--- src/rtl/matmul_pkg.sv ---
// Shared types for the matmul result path: lane geometry, FIFO entry layout, parity helper.
// Latency: n/a (package).
// Backpressure: n/a (package).
package matmul_pkg;

  localparam int LANES      = 5;
  localparam int LANE_W     = 8;
  localparam int RES_W      = LANES * LANE_W;
  localparam int DROP_CNT_W = 8;

  // One stored result: batch-final tag, aggregate overflow, packed lane data.
  typedef struct packed {
    logic             last;
    logic             ov;
    logic [RES_W-1:0] data;
  } res_entry_t;

  // Even parity per lane byte: each bit makes its lane plus the bit an even count of ones.
  function automatic logic [LANES-1:0] lane_parity(input logic [RES_W-1:0] d);
    logic [LANES-1:0] p;
    p = '0;
    for (int i = 0; i < LANES; i++) begin
      p[i] = ^d[i*LANE_W +: LANE_W];
    end
    return p;
  endfunction

endpackage

--- src/rtl/matmul_result_collector_if.sv ---
// Result-in / host-out bundle of the collector; master = collector side, slave = environment side.
// Latency: n/a (wiring only).
// Backpressure: result side has none; host side is valid/ready. MATMUL_COLL_PARITY_EN adds out_par_o.
interface matmul_result_collector_if #(
  parameter int DEPTH = 8
);
  import matmul_pkg::*;

  localparam int CW = $clog2(DEPTH + 1);

  logic [RES_W-1:0]      res_data_i;
  logic                  res_val_i;
  logic                  res_ov_i;
  logic                  clr_i;
  logic [RES_W-1:0]      out_data_o;
  logic                  out_ov_o;
  logic                  out_last_o;
  logic                  out_val_o;
  logic                  out_rdy_i;
  logic [CW-1:0]         count_o;
  logic                  full_o;
  logic [DROP_CNT_W-1:0] drop_cnt_o;
  logic                  ov_sticky_o;
`ifdef MATMUL_COLL_PARITY_EN
  logic [LANES-1:0]      out_par_o;

  modport master (
    input  res_data_i, res_val_i, res_ov_i, clr_i, out_rdy_i,
    output out_data_o, out_ov_o, out_last_o, out_val_o, count_o, full_o,
           drop_cnt_o, ov_sticky_o, out_par_o
  );
  modport slave (
    output res_data_i, res_val_i, res_ov_i, clr_i, out_rdy_i,
    input  out_data_o, out_ov_o, out_last_o, out_val_o, count_o, full_o,
           drop_cnt_o, ov_sticky_o, out_par_o
  );
`else
  modport master (
    input  res_data_i, res_val_i, res_ov_i, clr_i, out_rdy_i,
    output out_data_o, out_ov_o, out_last_o, out_val_o, count_o, full_o,
           drop_cnt_o, ov_sticky_o
  );
  modport slave (
    output res_data_i, res_val_i, res_ov_i, clr_i, out_rdy_i,
    input  out_data_o, out_ov_o, out_last_o, out_val_o, count_o, full_o,
           drop_cnt_o, ov_sticky_o
  );
`endif

endinterface

--- src/rtl/matmul_sync_fifo.sv ---
// Generic first-word-fall-through FIFO with occupancy count and synchronous clear.
// Latency: write visible at head one cycle after push into empty; head reads 0 when empty.
// Backpressure: none internally; pushes when full are ignored unless a pop frees the slot that cycle.
module matmul_sync_fifo #(
  parameter  int W     = 42,
  parameter  int DEPTH = 8,
  localparam int CW    = $clog2(DEPTH + 1),
  localparam int AW    = (DEPTH > 1) ? $clog2(DEPTH) : 1
) (
  input  logic          CLK,
  input  logic          RSTN,
  input  logic          clr_i,
  input  logic          push_i,
  input  logic [W-1:0]  wdata_i,
  input  logic          pop_i,
  output logic [W-1:0]  rdata_o,
  output logic [CW-1:0] count_o
);

  logic [W-1:0]  mem_q [DEPTH];
  logic [AW-1:0] wr_ptr_q, wr_ptr_d;
  logic [AW-1:0] rd_ptr_q, rd_ptr_d;
  logic [CW-1:0] count_q, count_d;
  logic          do_push, do_pop;

  assign do_pop  = pop_i & (count_q != '0);
  assign do_push = push_i & ((count_q != CW'(DEPTH)) | do_pop);

  // Pointer and occupancy update; clear wins over any traffic in the same cycle.
  always_comb begin
    wr_ptr_d = wr_ptr_q;
    rd_ptr_d = rd_ptr_q;
    count_d  = count_q;
    if (clr_i) begin
      wr_ptr_d = '0;
      rd_ptr_d = '0;
      count_d  = '0;
    end else begin
      if (do_push) wr_ptr_d = wr_ptr_q + AW'(1);
      if (do_pop)  rd_ptr_d = rd_ptr_q + AW'(1);
      count_d = count_q + CW'(do_push) - CW'(do_pop);
    end
  end

  // Control state register.
  always_ff @(posedge CLK or negedge RSTN) begin
    if (!RSTN) begin
      wr_ptr_q <= '0;
      rd_ptr_q <= '0;
      count_q  <= '0;
    end else begin
      wr_ptr_q <= wr_ptr_d;
      rd_ptr_q <= rd_ptr_d;
      count_q  <= count_d;
    end
  end

  // Storage array; deliberately not reset.
  always_ff @(posedge CLK) begin
    if (do_push && !clr_i) mem_q[wr_ptr_q] <= wdata_i;
  end

  assign rdata_o = (count_q != '0) ? mem_q[rd_ptr_q] : '0;
  assign count_o = count_q;

endmodule

--- src/rtl/matmul_result_collector.sv ---
// Buffers MAC result pulses in a FWFT FIFO, tags batch-final results, counts drops when full.
// Latency: result appears at the head one cycle after its pulse; no combinational res_* -> out_* path.
// Backpressure: host side valid/ready; upstream has none, so a result arriving to a full FIFO is dropped and counted.
// Build option: MATMUL_COLL_PARITY_EN stores per-lane even parity and presents it on out_par_o.
module matmul_result_collector
  import matmul_pkg::*;
#(
  parameter  int DEPTH = 8,
  parameter  int T     = 10,
  localparam int CW    = $clog2(DEPTH + 1),
  localparam int BW    = (T > 1) ? $clog2(T) : 1
) (
  input  logic                       CLK,
  input  logic                       RSTN,
  matmul_result_collector_if.master  bus
);

`ifdef MATMUL_COLL_PARITY_EN
  localparam int FW = $bits(res_entry_t) + LANES;
`else
  localparam int FW = $bits(res_entry_t);
`endif

  logic [BW-1:0]         batch_q, batch_d;
  logic [DROP_CNT_W-1:0] drop_cnt_q, drop_cnt_d;
  logic                  ov_sticky_q, ov_sticky_d;

  logic [CW-1:0] count;
  logic          full, empty, pop, push, drop;
  res_entry_t    wr_ent, rd_ent;
  logic [FW-1:0] wr_word, rd_word;

  assign empty = (count == '0);
  assign full  = (count == CW'(DEPTH));
  assign pop   = !empty & bus.out_rdy_i;
  // A pop in the same cycle frees the slot, so a full FIFO can still accept.
  assign push  = bus.res_val_i & !bus.clr_i & (!full | pop);
  assign drop  = bus.res_val_i & !bus.clr_i & full & !pop;

  assign wr_ent.last = (batch_q == BW'(T - 1));
  assign wr_ent.ov   = bus.res_ov_i;
  assign wr_ent.data = bus.res_data_i;

`ifdef MATMUL_COLL_PARITY_EN
  assign wr_word       = {lane_parity(bus.res_data_i), wr_ent};
  assign rd_ent        = rd_word[$bits(res_entry_t)-1:0];
  assign bus.out_par_o = rd_word[FW-1 -: LANES];
`else
  assign wr_word = wr_ent;
  assign rd_ent  = rd_word;
`endif

  matmul_sync_fifo #(
    .W     (FW),
    .DEPTH (DEPTH)
  ) u_fifo (
    .CLK     (CLK),
    .RSTN    (RSTN),
    .clr_i   (bus.clr_i),
    .push_i  (push),
    .wdata_i (wr_word),
    .pop_i   (pop),
    .rdata_o (rd_word),
    .count_o (count)
  );

  // Batch framing follows every upstream pulse (accepted or dropped); drop count saturates.
  always_comb begin
    batch_d     = batch_q;
    drop_cnt_d  = drop_cnt_q;
    ov_sticky_d = ov_sticky_q;
    if (bus.clr_i) begin
      batch_d     = '0;
      drop_cnt_d  = '0;
      ov_sticky_d = 1'b0;
    end else begin
      if (bus.res_val_i) begin
        batch_d = (batch_q == BW'(T - 1)) ? '0 : batch_q + BW'(1);
        if (bus.res_ov_i) ov_sticky_d = 1'b1;
      end
      if (drop && (drop_cnt_q != '1)) drop_cnt_d = drop_cnt_q + DROP_CNT_W'(1);
    end
  end

  // Collector bookkeeping registers.
  always_ff @(posedge CLK or negedge RSTN) begin
    if (!RSTN) begin
      batch_q     <= '0;
      drop_cnt_q  <= '0;
      ov_sticky_q <= 1'b0;
    end else begin
      batch_q     <= batch_d;
      drop_cnt_q  <= drop_cnt_d;
      ov_sticky_q <= ov_sticky_d;
    end
  end

  assign bus.out_data_o  = rd_ent.data;
  assign bus.out_ov_o    = rd_ent.ov;
  assign bus.out_last_o  = rd_ent.last;
  assign bus.out_val_o   = !empty;
  assign bus.count_o     = count;
  assign bus.full_o      = full;
  assign bus.drop_cnt_o  = drop_cnt_q;
  assign bus.ov_sticky_o = ov_sticky_q;

endmodule
--- src/flat_wrapper.sv ---
// flat-port wrapper written by rule: the top's interface ports become plain ports
module matmul_result_collector_flat import matmul_pkg::*;
#(
  parameter  int DEPTH = 8,
  parameter  int T     = 10,
  localparam int CW    = $clog2(DEPTH + 1),
  localparam int BW    = (T > 1) ? $clog2(T) : 1
)
  (CLK, RSTN, bus_res_data_i, bus_res_val_i, bus_res_ov_i, bus_clr_i, bus_out_rdy_i, bus_out_data_o, bus_out_ov_o, bus_out_last_o, bus_out_val_o, bus_count_o, bus_full_o, bus_drop_cnt_o, bus_ov_sticky_o);
  matmul_result_collector_if #(.DEPTH(DEPTH)) bus_i ();
  input  logic CLK;
  input  logic RSTN;
  input wire logic [$bits(bus_i.res_data_i)-1:0] bus_res_data_i;
  input wire logic [$bits(bus_i.res_val_i)-1:0] bus_res_val_i;
  input wire logic [$bits(bus_i.res_ov_i)-1:0] bus_res_ov_i;
  input wire logic [$bits(bus_i.clr_i)-1:0] bus_clr_i;
  input wire logic [$bits(bus_i.out_rdy_i)-1:0] bus_out_rdy_i;
  output wire logic [$bits(bus_i.out_data_o)-1:0] bus_out_data_o;
  output wire logic [$bits(bus_i.out_ov_o)-1:0] bus_out_ov_o;
  output wire logic [$bits(bus_i.out_last_o)-1:0] bus_out_last_o;
  output wire logic [$bits(bus_i.out_val_o)-1:0] bus_out_val_o;
  output wire logic [$bits(bus_i.count_o)-1:0] bus_count_o;
  output wire logic [$bits(bus_i.full_o)-1:0] bus_full_o;
  output wire logic [$bits(bus_i.drop_cnt_o)-1:0] bus_drop_cnt_o;
  output wire logic [$bits(bus_i.ov_sticky_o)-1:0] bus_ov_sticky_o;
  assign bus_i.res_data_i = bus_res_data_i;
  assign bus_i.res_val_i = bus_res_val_i;
  assign bus_i.res_ov_i = bus_res_ov_i;
  assign bus_i.clr_i = bus_clr_i;
  assign bus_i.out_rdy_i = bus_out_rdy_i;
  assign bus_out_data_o = bus_i.out_data_o;
  assign bus_out_ov_o = bus_i.out_ov_o;
  assign bus_out_last_o = bus_i.out_last_o;
  assign bus_out_val_o = bus_i.out_val_o;
  assign bus_count_o = bus_i.count_o;
  assign bus_full_o = bus_i.full_o;
  assign bus_drop_cnt_o = bus_i.drop_cnt_o;
  assign bus_ov_sticky_o = bus_i.ov_sticky_o;
  matmul_result_collector #(.DEPTH(DEPTH), .T(T)) u_core (.CLK(CLK), .RSTN(RSTN), .bus(bus_i));
endmodule
--- config.mk ---
export PLATFORM = sky130hd
export DESIGN_NAME = matmul_result_collector_flat
export DESIGN_NICKNAME = d
export VERILOG_FILES = /design/src/rtl/matmul_pkg.sv /design/src/rtl/matmul_result_collector_if.sv /design/src/rtl/matmul_sync_fifo.sv /design/src/rtl/matmul_result_collector.sv /design/src/flat_wrapper.sv
export SDC_FILE = /design/constraint.sdc
export NUM_CORES = 1
export LEC_CHECK = 0
export ABC_CLOCK_PERIOD_IN_PS = 6950
export CAP_MARGIN = 20
export CORE_MARGIN = 2
export CORE_UTILIZATION = 55
export DETAILED_ROUTE_END_ITERATION = 8
export PLACE_DENSITY = 0.79
export SYNTH_ARGS = -nofsm -noshare
export SYNTH_HDL_FRONTEND = slang
export SYNTH_HIERARCHICAL = 1
export SYNTH_SLANG_ARGS = --single-unit
--- constraint.sdc ---
create_clock -name CLK -period 6.95 [get_ports CLK]
set_clock_uncertainty 0.2 [all_clocks]
set_input_delay 1.39 -clock CLK [delete_from_list [all_inputs] [get_ports CLK]]
set_output_delay 1.39 -clock CLK [all_outputs]
set_load 0.005 [all_outputs]
# Word-level counts from Yosys, hierarchy flattened
# Memory sizes are Yosys's and may differ from the RTL's.
# Cells that the tools add are included.
[classes] add_sub_neg=6 eq_ne=4 mux=16 n_bitwise=9 reduce_logical=14
[ops] op="$mux W42" n=1
[ops] op="$mux W4" n=4
[ops] op="$mux W8" n=2
[ops] op="$mux W3" n=4
[ops] op="$reduce_bool A2 Y1" n=5
[ops] op="$add A8 B1 Y8 const B" n=1
[ops] op="$eq A4 B4 Y1 const B" n=2
[ops] op="$ne A8 B8 Y1 const B" n=1
[ops] op="$and A1 B1 Y1" n=7
[ops] op="$add A3 B1 Y3 const B" n=2
[ops] op="$mux W1" n=5
[ops] op="$add A4 B1 Y4" n=1
[ops] op="$add A4 B1 Y4 const B" n=1
[ops] op="$logic_not A1 Y1" n=4
[ops] op="$logic_not A4 Y1" n=1
[ops] op="$ne A4 B4 Y1 const B" n=1
[ops] op="$reduce_bool A4 Y1" n=1
[ops] op="$sub A4 B1 Y4" n=1
[ops] op="$logic_and A1 B1 Y1" n=2
[ops] op="$or A1 B1 Y1" n=2
[ops] op="$reduce_and A2 Y1" n=1
[word_totals] regBits=23 mem_bits_rw=336 in_bits=46 elab_cells=56 memories=1
[memory_table] name="u_core.u_fifo.mem_q" depth=8 width=42 read_ports=1 rd_clocked_by_memory_dff=0 write_ports=1 line="matmul_sync_fifo.sv:20" source="logic [W-1:0] mem_q [DEPTH];"

# Logic depth before layout (Yosys ltp)
[logic_depth] ltp_word=9 ltp_mapped=9 mapped_depth_nobuf=9

# By module
# Netlist, hierarchy kept.
[modules_own_cells] module="matmul_sync_fifo" n_inst=1 cells_per_inst=567 area_per_inst_um2=13385.3 seq_area_each_um2=10339.9
[modules_own_cells] module="matmul_result_collector" n_inst=1 cells_per_inst=77 area_per_inst_um2=724.4 seq_area_each_um2=325.3

# Least setup slack after synthesis
# OpenSTA, ideal clock, no wires.
[synth_timing] path_kind="in2reg" startpoint="input port bus_res_val_i" endpoint="memory u_core.u_fifo.mem_q[0][0] (enable)" arrival_time_ns=6.568 t_required_ns=6.189 path_slack_ns=-0.379 stages=4 path_cell_list="inv_1 > a211oi_1 > o21ai_1 > nor4b_1"
[synth_via] elab_chain_len=6
[synth_rtl] element="start: declaration" line="flat_wrapper.sv:14" source="input wire logic [$bits(bus_i.res_val_i)-1:0] bus_res_val_i;"
[synth_rtl] element="$and A1 B1 Y1 (2 in a row)" line="matmul_result_collector.sv:37" source="assign push = bus.res_val_i & !bus.clr_i & (!full | pop);"
[synth_rtl] element="via u_core.push" line="matmul_result_collector.sv:29" source="logic full, empty, pop, push, drop;"
[synth_rtl] element="$and A1 B1 Y1" line="matmul_sync_fifo.sv:27" source="assign do_push = push_i & ((count_q != CW'(DEPTH)) | do_pop);"
[synth_rtl] element="$logic_and A1 B1 Y1" line="matmul_sync_fifo.sv:60" source="if (do_push && !clr_i) mem_q[wr_ptr_q] <= wdata_i;"
[synth_rtl] element="$mux W1" line="matmul_sync_fifo.sv:60"
[synth_rtl] element="$mux W1 (implied by the code)" line="matmul_sync_fifo.sv:60"
[synth_rtl] element="end: declaration" line="matmul_sync_fifo.sv:20"
# The timed path passes the listed nets, and every way through them passes these cells.

# Worst setup path after layout
[layout_timing] startpoint="register u_core.u_fifo.rd_ptr_q[0]" endpoint="output port bus_out_data_o[15]"
[layout_via] elab_chain_len=2
[layout_rtl] element="start: declaration" line="matmul_sync_fifo.sv:22" source="logic [AW-1:0] rd_ptr_q, rd_ptr_d;"
[layout_rtl] element="start signal: assignment" line="matmul_sync_fifo.sv:53" source="rd_ptr_q <= rd_ptr_d;"
[layout_rtl] element="$mem_v2 Z8 W42"
[layout_rtl] element="$mux W42" line="matmul_sync_fifo.sv:63" source="assign rdata_o = (count_q != '0) ? mem_q[rd_ptr_q] : '0;"
[layout_rtl] element="end: declaration" line="flat_wrapper.sv:18" source="output wire logic [$bits(bus_i.out_data_o)-1:0] bus_out_data_o;"
# Every way passes these cells.

==> flow_summary.toml <==
[sta]
post-route-min-period_ns = 5.327
hold_viol_final = 0
rsz0062_at_grt = "false"
slew_headroom_pct = 31.39
fmaxAchievable_mhz = 187.7
fin_tns_setup_ns = 0
worst_pin_slew_ns = 1.029
maxSlewViolCount = 0
setup_viol = 0
fin_crit_sh_pct = 76.64

[yosys]
synth_most_common_cell = "edfxtp_1"
syn_nets = 701
ys.flop_type = "edfxtp_1"
yosysTopAreaCell = "edfxtp_1"
syn_inst = 644
ys_top_cells_by_count = "edfxtp_1 (336), mux4_2 (65), a22o_1 (42), dfrtp_1 (23), mux4_1 (19)"
synth_edf_count = 336
synth_top_area_share_pct = 71.51
synth_cell_type_count = 49
ys_seq_area_share_pct = 75.59
ys.warnings.count = 6
synth_area_leaders = "edfxtp_1 (72%), mux4_2 (10%), dfrtp_1 (4.1%), mux4_1 (3.5%), a22o_1 (2.6%)"
avgSynthCellArea_um2 = 21.91
synth-seq-cells = 359
synth_area_mm2 = 0.01411
async_reset_ff_share_pct = 6.407

[setup_path]
required_ns = 5.36
cp-start-kind = "flip-flop"
critical_path_class = "reg2out"
worstSetupEndpointType = "output port"
cp_max_fo = 51
arrival_ns = 3.74

[clock_network]
cts-htree-levels = 2
numCtsBuffers = 36
cts_root_buffer = "clkbuf_16"
cts_sinks = 359
clk_latency_ns = 0.51
cts_hold_buf = 0
cts_tree = "built"
cts_post_setup_buffers_inserted = 0
clockBufferDepth = 3
path_clk_slew_ns = 0.06
postCtsResizedCells = 0

[hold_path]
hold_class = "reg2reg"

[drt]
drtPass1Iterations = 5
drt_wl_total_um = 28400
drc = 0
wl_per_cell_um = 25.29
wl_met2_um = 14630
dr.max_layer_used = "met4"
drt-met1-wl_um = 11280
drt_iter0_drc = 681
vias_per_cell = 6.173
ant_nets = 0
wl_met3_um = 2038
vias = 6932

[power]
powerDensity_mw_per_mm2 = 333.5
vdd_drop_max_mv = 0.2030
p_leak_nw = 5.382

[die]
start_util_pct = 56.03
die_y_um = 164.2
coreArea_mm2 = 0.02518
ios = 103
die_area_mm2 = 0.02695
dieWidth_um = 164.2
rows = 58

[global_routing]
first_global_vias = 7322
antenna_found_initial = 0
grt_usage_pct = 21.87
grt_pass1_wl_um = 43500
grt_max_degree = 52
grt-ovfl-total = 0

[finish]
syn_to_final_growth_pct = 18.01
num-fill-cells = 1553
fin_util_pct = 66.12
final_layout_size_suffix_gt1_share_pct = 18.54
finalNonFillerCells = 1123
nets = 826
diodes = 0

[run]
cap_violations = 0

[place]
place.port_buffers = 102
hpwlAfterDp_um = 15340
dpl.cell_count = 1059
routabilityCongestion = 0.7834

[run_status]
status = "finished clean"
-- stage by stage --
stage               setup WS (ns)  area, um^2  hold WS, ns  total power, mW
floorplan                   1.102       14130       0.2859            3.227
global placement            1.947       15480       0.2893            3.716
detailed placement          1.927       15490       0.3005            3.752
CTS                         1.495       16620       0.3171            5.598
global route                1.353       16650       0.3421            5.756
finish                      1.624       16650       0.3070            5.553
-- cell families (layout without fill, tap and decap cells) --
group	after synthesis	in the layout	synth area share, %
xor gates and xnor gates	2	2	0.1242
AOI/OAI and AO/OA	76	76	4.035
adders and majority gates	11	11	1.029
buffers and inverters	40	189	2.128
muxes	89	89	14.29
and+or+nand+nor	67	67	2.811
DFF	359	359	75.59
-- layer usage --
metal / up-vias / GRT usage (%)
li1: 2978 / -
met1: 3625 / 30.12
met2: 290 / 36.86
met3: 39 / 3.838
met4: 0 / 5.463
met5: - / 0
-- flip-flops by register name (all words and copies together) (netlist names) --
name / count
u_core/batch_q: 4
u_core/u_fifo/rd_ptr_q: 3
u_core/u_fifo/count_o: 4
u_core/u_fifo/mem_q: 336
u_core/bus.ov_sticky_o: 1
u_core/bus.drop_cnt_o: 8
u_core/u_fifo/wr_ptr_q: 3
-- final timing paths --
check                                                from                        end  slack (ns)  depth (start not counted)
worst max-delay path            u_core/u_fifo/rd_ptr_q[0]         bus_out_data_o[15]        1.62                          4
worst min-delay path               u_core/bus.ov_sticky_o     u_core/bus.ov_sticky_o        0.31                          2
worst max register to register   u_core/u_fifo/count_o[1]  u_core/u_fifo/mem_q[7][5]        3.31                          5
worst min register to register     u_core/bus.ov_sticky_o     u_core/bus.ov_sticky_o        0.31                          2
max in group asynchronous                            RSTN   u_core/bus.drop_cnt_o[0]        5.07                          2
min in group asynchronous                            RSTN  u_core/u_fifo/rd_ptr_q[0]        1.01                          1
-- critical path, stage by stage (launching register included) --
cell,delay [ns]
dfrtp_4,1.11
buf_4,0.72
mux4_1,0.65
a22o_1,0.27
clkdlybuf4s50_1,0.45
-- power by group --
| part | internal [mW] | switching [mW] |
|---|---|---|
| combinational | 0.699 | 0.487 |
| clock | 1.10 | 0.754 |
| sequential | 2.41 | 0.106 |
| total | 4.21 | 1.35 |
-- placed cells by master (no fill, tap or decap), drive strengths merged, types with 2 or more instances in the layout --
cell           instances
nor2                  15
o211ai                 3
or3                    5
buf                   16
nand3                  7
o31ai                  2
edfxtp               336
dfrtp                 23
clkbuf                48
or3b                   2
bufinv                 3
nand2b                 4
clkdlybuf4s50        102
a21oi                 12
mux2                   2
mux4                  84
mux2i                  3
nand2                  5
nor2b                  6
nor3b                  2
clkinv                10
and2                   2
ha                    10
inv                   10
or4                    3
a22o                  42
nor4b                  2
nor4                   2
o21ai                 12
nor3                   7
-- cell type report --
class                           count  area (um^2)  share of cell area, %
Tap cell                          330        412.9                  2.480
Clock inverter                     14        148.9                 0.8942
Clock buffer                       48        977.2                  5.869
Timing Repair Buffer              118         1177                  7.071
Sequential cell                   359        10670                  64.10
Multi-Input combinational cell    245         3228                  19.39
Inverter                            9        33.78                 0.2029
Note: power is estimated with default switching activity, not from simulation.
